## src/rtl/tpu_drain_pkg.sv

```systemverilog
// Shared types and helpers for the TPU result drain.
// State codes, result-set tags and FIFO entry sizing.
package tpu_drain_pkg;

    typedef enum logic [1:0] {
        IDLE    = 2'd0,
        COLLECT = 2'd1,
        FLUSH   = 2'd2,
        DONE    = 2'd3
    } state_e;

    localparam logic [1:0] SET_A = 2'd0;
    localparam logic [1:0] SET_B = 2'd1;
    localparam logic [1:0] SET_C = 2'd2;

    function automatic int entry_width(
        input int array_size,
        input int data_width,
        input int addr_width
    );
        return array_size * data_width + 2 + addr_width;
    endfunction

endpackage

```

## src/rtl/drain_fifo.sv

```systemverilog
// Synchronous FIFO with register-array storage.
// The head entry is read straight from flops, so pop_data is registered.
module drain_fifo #(
    parameter int WIDTH = 136,
    parameter int DEPTH = 8
) (
    input  logic                       clk,
    input  logic                       rst_n,
    input  logic                       push,
    input  logic [WIDTH-1:0]           push_data,
    input  logic                       pop,
    output logic [WIDTH-1:0]           pop_data,
    output logic                       full,
    output logic                       empty,
    output logic [$clog2(DEPTH):0]     count
);

    localparam int PtrW = $clog2(DEPTH);
    localparam int CntW = PtrW + 1;

    logic [WIDTH-1:0] mem_q [DEPTH];
    logic [PtrW-1:0]  wr_q;
    logic [PtrW-1:0]  rd_q;
    logic [CntW-1:0]  cnt_q;
    logic             do_push;
    logic             do_pop;

    assign empty    = (cnt_q == '0);
    assign full     = (cnt_q == CntW'(DEPTH));
    assign do_pop   = pop && !empty;
    assign do_push  = push && (!full || do_pop);
    assign pop_data = mem_q[rd_q];
    assign count    = cnt_q;

    always_ff @(posedge clk or negedge rst_n) begin
        if (!rst_n) begin
            mem_q <= '{default: '0};
            wr_q  <= '0;
            rd_q  <= '0;
            cnt_q <= '0;
        end else begin
            if (do_push) begin
                mem_q[wr_q] <= push_data;
                wr_q        <= wr_q + PtrW'(1);
            end
            if (do_pop) begin
                rd_q <= rd_q + PtrW'(1);
            end
            case ({do_push, do_pop})
                2'b10:   cnt_q <= cnt_q + CntW'(1);
                2'b01:   cnt_q <= cnt_q - CntW'(1);
                default: cnt_q <= cnt_q;
            endcase
        end
    end

endmodule

```

## src/rtl/tpu_result_drain.sv

```systemverilog
// Captures TPU result-SRAM writes, queues them tagged with set/address,
// and streams them out with end-of-run marking and error flags.
module tpu_result_drain
    import tpu_drain_pkg::*;
#(
    parameter int ARRAY_SIZE        = 8,
    parameter int OUTPUT_DATA_WIDTH = 16,
    parameter int FIFO_DEPTH        = 8,
    parameter int ADDR_WIDTH        = 6
) (
    input  logic                                    clk,
    input  logic                                    srstn,
    input  logic                                    sram_write_enable_a0,
    input  logic [ARRAY_SIZE*OUTPUT_DATA_WIDTH-1:0] sram_wdata_a,
    input  logic [ADDR_WIDTH-1:0]                   sram_waddr_a,
    input  logic                                    sram_write_enable_b0,
    input  logic [ARRAY_SIZE*OUTPUT_DATA_WIDTH-1:0] sram_wdata_b,
    input  logic [ADDR_WIDTH-1:0]                   sram_waddr_b,
    input  logic                                    sram_write_enable_c0,
    input  logic [ARRAY_SIZE*OUTPUT_DATA_WIDTH-1:0] sram_wdata_c,
    input  logic [ADDR_WIDTH-1:0]                   sram_waddr_c,
    input  logic                                    tpu_done,
    output logic                                    out_valid,
    input  logic                                    out_ready,
    output logic [ARRAY_SIZE*OUTPUT_DATA_WIDTH-1:0] out_data,
    output logic [1:0]                              out_set,
    output logic [ADDR_WIDTH-1:0]                   out_addr,
    output logic                                    out_last,
    output logic                                    drain_done,
    output logic                                    overflow,
    output logic                                    protocol_err,
    output logic [$clog2(FIFO_DEPTH):0]             fifo_count
);

    localparam int RowW   = ARRAY_SIZE * OUTPUT_DATA_WIDTH;
    localparam int EntryW = entry_width(ARRAY_SIZE, OUTPUT_DATA_WIDTH, ADDR_WIDTH);
    localparam int CntW   = $clog2(FIFO_DEPTH) + 1;

    state_e state_q, state_d;
    logic   overflow_q, overflow_d;
    logic   perr_q, perr_d;

    logic                  sel_valid;
    logic [1:0]            sel_set;
    logic [ADDR_WIDTH-1:0] sel_addr;
    logic [RowW-1:0]       sel_data;
    logic                  multi;

    logic              push_allow;
    logic              push;
    logic              pop;
    logic              full;
    logic              empty;
    logic              drained;
    logic [EntryW-1:0] pop_data;
    logic [CntW-1:0]   count;

    always_comb begin
        sel_valid = 1'b1;
        sel_set   = SET_A;
        sel_addr  = '0;
        sel_data  = '0;
        priority case (1'b1)
            sram_write_enable_a0: begin
                sel_addr = sram_waddr_a;
                sel_data = sram_wdata_a;
            end
            sram_write_enable_b0: begin
                sel_set  = SET_B;
                sel_addr = sram_waddr_b;
                sel_data = sram_wdata_b;
            end
            sram_write_enable_c0: begin
                sel_set  = SET_C;
                sel_addr = sram_waddr_c;
                sel_data = sram_wdata_c;
            end
            default: sel_valid = 1'b0;
        endcase
    end

    assign multi = (sram_write_enable_a0 && sram_write_enable_b0)
                || (sram_write_enable_a0 && sram_write_enable_c0)
                || (sram_write_enable_b0 && sram_write_enable_c0);

    // A full FIFO still takes a row when the head leaves in the same cycle.
    assign out_valid  = !empty;
    assign pop        = out_valid && out_ready;
    assign push_allow = sel_valid && (state_q != FLUSH);
    assign push       = push_allow && (!full || pop);
    assign drained    = empty || (count == CntW'(1) && pop);

    drain_fifo #(
        .WIDTH (EntryW),
        .DEPTH (FIFO_DEPTH)
    ) u_fifo (
        .clk       (clk),
        .rst_n     (srstn),
        .push      (push),
        .push_data ({sel_set, sel_addr, sel_data}),
        .pop       (pop),
        .pop_data  (pop_data),
        .full      (full),
        .empty     (empty),
        .count     (count)
    );

    always_comb begin
        state_d    = state_q;
        overflow_d = overflow_q || (push_allow && full && !pop);
        perr_d     = perr_q || multi || (sel_valid && state_q == FLUSH);
        case (state_q)
            IDLE: begin
                if (push) begin
                    state_d = tpu_done ? FLUSH : COLLECT;
                end else if (tpu_done && empty) begin
                    state_d = DONE;
                end
            end
            COLLECT: begin
                if (tpu_done) begin
                    state_d = FLUSH;
                end
            end
            FLUSH: begin
                if (drained) begin
                    state_d = DONE;
                end
            end
            DONE: begin
                state_d = push ? COLLECT : IDLE;
            end
            default: state_d = IDLE;
        endcase
    end

    always_ff @(posedge clk or negedge srstn) begin
        if (!srstn) begin
            state_q    <= IDLE;
            overflow_q <= 1'b0;
            perr_q     <= 1'b0;
        end else begin
            state_q    <= state_d;
            overflow_q <= overflow_d;
            perr_q     <= perr_d;
        end
    end

    assign out_data     = pop_data[RowW-1:0];
    assign out_addr     = pop_data[RowW +: ADDR_WIDTH];
    assign out_set      = pop_data[EntryW-1 -: 2];
    assign out_last     = (state_q == FLUSH) && out_valid
                       && (count == CntW'(1));
    assign drain_done   = (state_q == DONE);
    assign overflow     = overflow_q;
    assign protocol_err = perr_q;
    assign fifo_count   = count;

endmodule

```

## config.mk

```make
export PLATFORM = sky130hd
export DESIGN_NAME = tpu_result_drain
export DESIGN_NICKNAME = d
export VERILOG_FILES = /design/src/rtl/tpu_drain_pkg.sv /design/src/rtl/drain_fifo.sv /design/src/rtl/tpu_result_drain.sv
export SDC_FILE = /design/constraint.sdc
export NUM_CORES = 2
export LEC_CHECK = 0
export CORE_ASPECT_RATIO = 1.4
export CORE_UTILIZATION = 60
export DETAILED_ROUTE_END_ITERATION = 16
export GPL_TIMING_DRIVEN = 0
export HOLD_SLACK_MARGIN = 0.05
export PLACE_DENSITY_LB_ADDON = 0.05
export SETUP_SLACK_MARGIN = 0.02
export SYNTH_ARGS = -nofsm -noshare
export SYNTH_HDL_FRONTEND = slang
export SYNTH_SLANG_ARGS = --single-unit
```

## constraint.sdc

```tcl
create_clock -name clk -period 7.75 [get_ports clk]
set_clock_uncertainty 0.1 [all_clocks]
set_input_delay 1.55 -clock clk [delete_from_list [all_inputs] [get_ports clk]]
set_output_delay 1.55 -clock clk [all_outputs]
set_load 0.05 [all_outputs]
```

==> run metrics <==
run status completed; initial core utilization 60.8%; Iter 0 DRT Violations 1931; Final Critical Period 5990 ps; chip height 349 um; post-DR vias/cell 6.17; clock tree from TritonCTS built; number of gates resized after cts 0; Worst Path Max Fanout 10; worst hold-check path type register to register; max_cap viols 0; Net Count, Synth 3754; worst slack at placement 2190 ps; pin count of the biggest net entering global routing 181; sum of negative setup slack 0 ps; I/O pin count 554; routed metal-1 wire length 52600 um; startpoint-to-endpoint class of the critical path register to output pin; CTS HTree Levels 3; met3 WL 8520 um; data required time of the critical path 6100 ps; Fin. Hold Viols 0; post-route ant nets 0; slew at the pin with the worst max-slew slack 1480 ps; synth warn 0; remaining design rule violation count 0; post-synthesis to final-layout area growth 20.9%; total grt overflow 0; clock network latency to the later pin of the worst-skew pair 660 ps; netlist area before placement 51500 um2; met2 wire length 68800 um; number of global-route vias before repair 34400; All-Layer GR Usage 31.8%; number of slew-limit violations in the final report 0; endpoints failing setup 0; die boundary width 250 um; CTS Hold Buffers Added 0; Critical Path AT 4340 ps; Layout Utilization 73.5%; Port Buffer Count 553; CP endpoint kind output pin; fin worst setup slack 1760 ps; Fmax 0.167 GHz; Placer Congestion 0.801; clock root buffer master clkbuf_16; final clock period utilization by the worst path 77.3%; number of distinct standard cells referenced by the synthesized netlist 37; number of buffers on the longest clock path 3; fraction of the yosys area taken by sequential cells 53.6%; DR vias 32000; wire length reported by the detailed router 135000 um; area enclosed by the die boundary 87000 um2; number of buffers added by the clock tree synthesis step 106; Synth Instances 3334; headroom to the max-slew limit 1.29%; Std-Cell Rows 126; buffers inserted by post-CTS timing repair 0; cell area power density 488 nW/um2; fin nets 4421; Avg Inst Size Synth 15.4 um2; fraction of layout cells with a size suffix above 1 44.3%; largest voltage drop on the vdd net 0.489 mV; area of the core region 84700 um2; detailed placer's ending HPWL 92100 um; post-detailed-route wirelength per cell 26.1 um; number of clock sinks 1102; synthesis-stage register bit count 1102; initial antenna violation count 7; clock slew seen by the registers of the worst setup and hold paths 60 ps; total leakage power 27.0 nW; setup repair after global routing missed its margin false; Critical Path Start Type register; top layer reached by signal wires met5; length of the first detailed-routing pass in iterations 6; wire length of the first global-routing pass 207000 um
cell usage in the layout (no fill, tap or decap), types with 7 or more instances in the layout:
cell and n:
clkbuf_8 23, buf_2 118, dfrtp_1 1102, clkdlybuf4s50_1 552, clkbuf_16 113, nand2_1 141, a22oi_1 134, ha_1 11
buf_6 13, buf_1 27, clkbuf_1 117, inv_1 9, buf_16 7, mux4_2 272, bufinv_16 9, o21ai_1 134
mux2_2 1222, nor2_1 7, clkinv_2 19
final cells by class:
cell class | count | area, um2
clock inverters | 32 | 402
fillers | 5527 | 22400
diodes | 1 | 2.50
clock buffers | 164 | 3250
inverters | 9 | 33.8
flip-flops and latches | 1102 | 27600
plain buffers | 255 | 1220
well taps | 1088 | 1360
repair buffers | 559 | 5720
multi-input cells | 1968 | 22600
final timing paths:
kind                                 start                end  slack (ps)  depth (start not counted)
setup / recovery            u_fifo.rd_q[1]       out_data[96]        1760                          5
hold / removal                    overflow           overflow         390                          1
setup reg to reg           u_fifo.count[1]  u_fifo.mem_q[796]        4080                          8
hold reg to reg                   overflow           overflow         390                          1
max in group asynchronous            srstn  u_fifo.mem_q[290]        4740                          3
min in group asynchronous            srstn  u_fifo.mem_q[526]         720                          1
per-stage QoR:
stage          instances  area, um2  total power, mW  hold slack (ps)
2_1_floorplan       3334      51500             20.4              359
3_3_place_gp        4975      58400             24.8              350
3_5_place_dp        4981      58600             25.0              381
4_1_cts             5177      62200             30.5              393
5_1_grt             5178      62200             31.6              402
6_report            5178      62200             30.3              393
power by group:
part	total [mW]	internal [mW]	switching (mW)
sequential	9.75	8.45	1.30
clock	5.39	3.18	2.21
combinational	15.2	7.37	7.82
state kept, by name (all words and copies together), names as in the netlist:
signal	flops
overflow	1
protocol_err	1
state_q	2
u_fifo.count	4
u_fifo.mem_q	1088
u_fifo.rd_q	3
u_fifo.wr_q	3
layer usage:
metal | GRT usage, % | vias up
met2 | 54.5 | 896
met4 | 13.0 | 10
met3 | 7.06 | 267
met1 | 39.1 | 16900
li1 | - | 13900
met5 | 0 | -
synthesized netlist by cell type, drive strengths merged:
cell    instances  area share [%]
nor2b           4           0.049
xnor2           5           0.085
mux2         1228              27
and4            1           0.017
xor2            3           0.051
mux2i           1           0.019
nand4b          1           0.017
nor4            2           0.053
dfrtp        1102              54
nand3           6           0.058
a22oi         134             2.0
o21ai         136             1.3
o31ai           1           0.015
nand2         141             1.0
or3b            1           0.017
a31oi           2           0.024
ha             11            0.27
inv             9           0.066
mux4          272              12
o21bai          1           0.015
clkbuf         93            0.68
o221ai          1           0.017
nor3b           1           0.015
a21oi           2           0.019
maj3            1           0.019
nor3            3           0.029
nor2            7           0.051
a21o            1           0.015
o41a            1           0.022
buf           162             1.7
nor4bb          1           0.049
logic make-up (layout without fill, tap and decap cells):
| kind of cell | Yosys count | after routing | share of synthesized area, % |
|---|---|---|---|
| adder cells (fa/ha/maj) | 12 | 12 | 0.287 |
| XOR/XNOR | 8 | 8 | 0.136 |
| flip-flops | 1102 | 1102 | 53.6 |
| AO/OA/AOI/OAI | 279 | 279 | 3.40 |
| other | 0 | 1 | 0 |
| multiplexers | 1501 | 1501 | 38.8 |
| buffers and inverters | 264 | 1019 | 2.43 |
| AND/OR/NAND/NOR | 168 | 168 | 1.38 |
critical path, cell delays in order (launching register included):
cell and delay (ps):
dfrtp_1 380, clkbuf_1 1050, buf_1 730, mux4_2 420, mux2_2 280, clkdlybuf4s50_1 800
No activity file was read; power rests on OpenSTA's default activity.
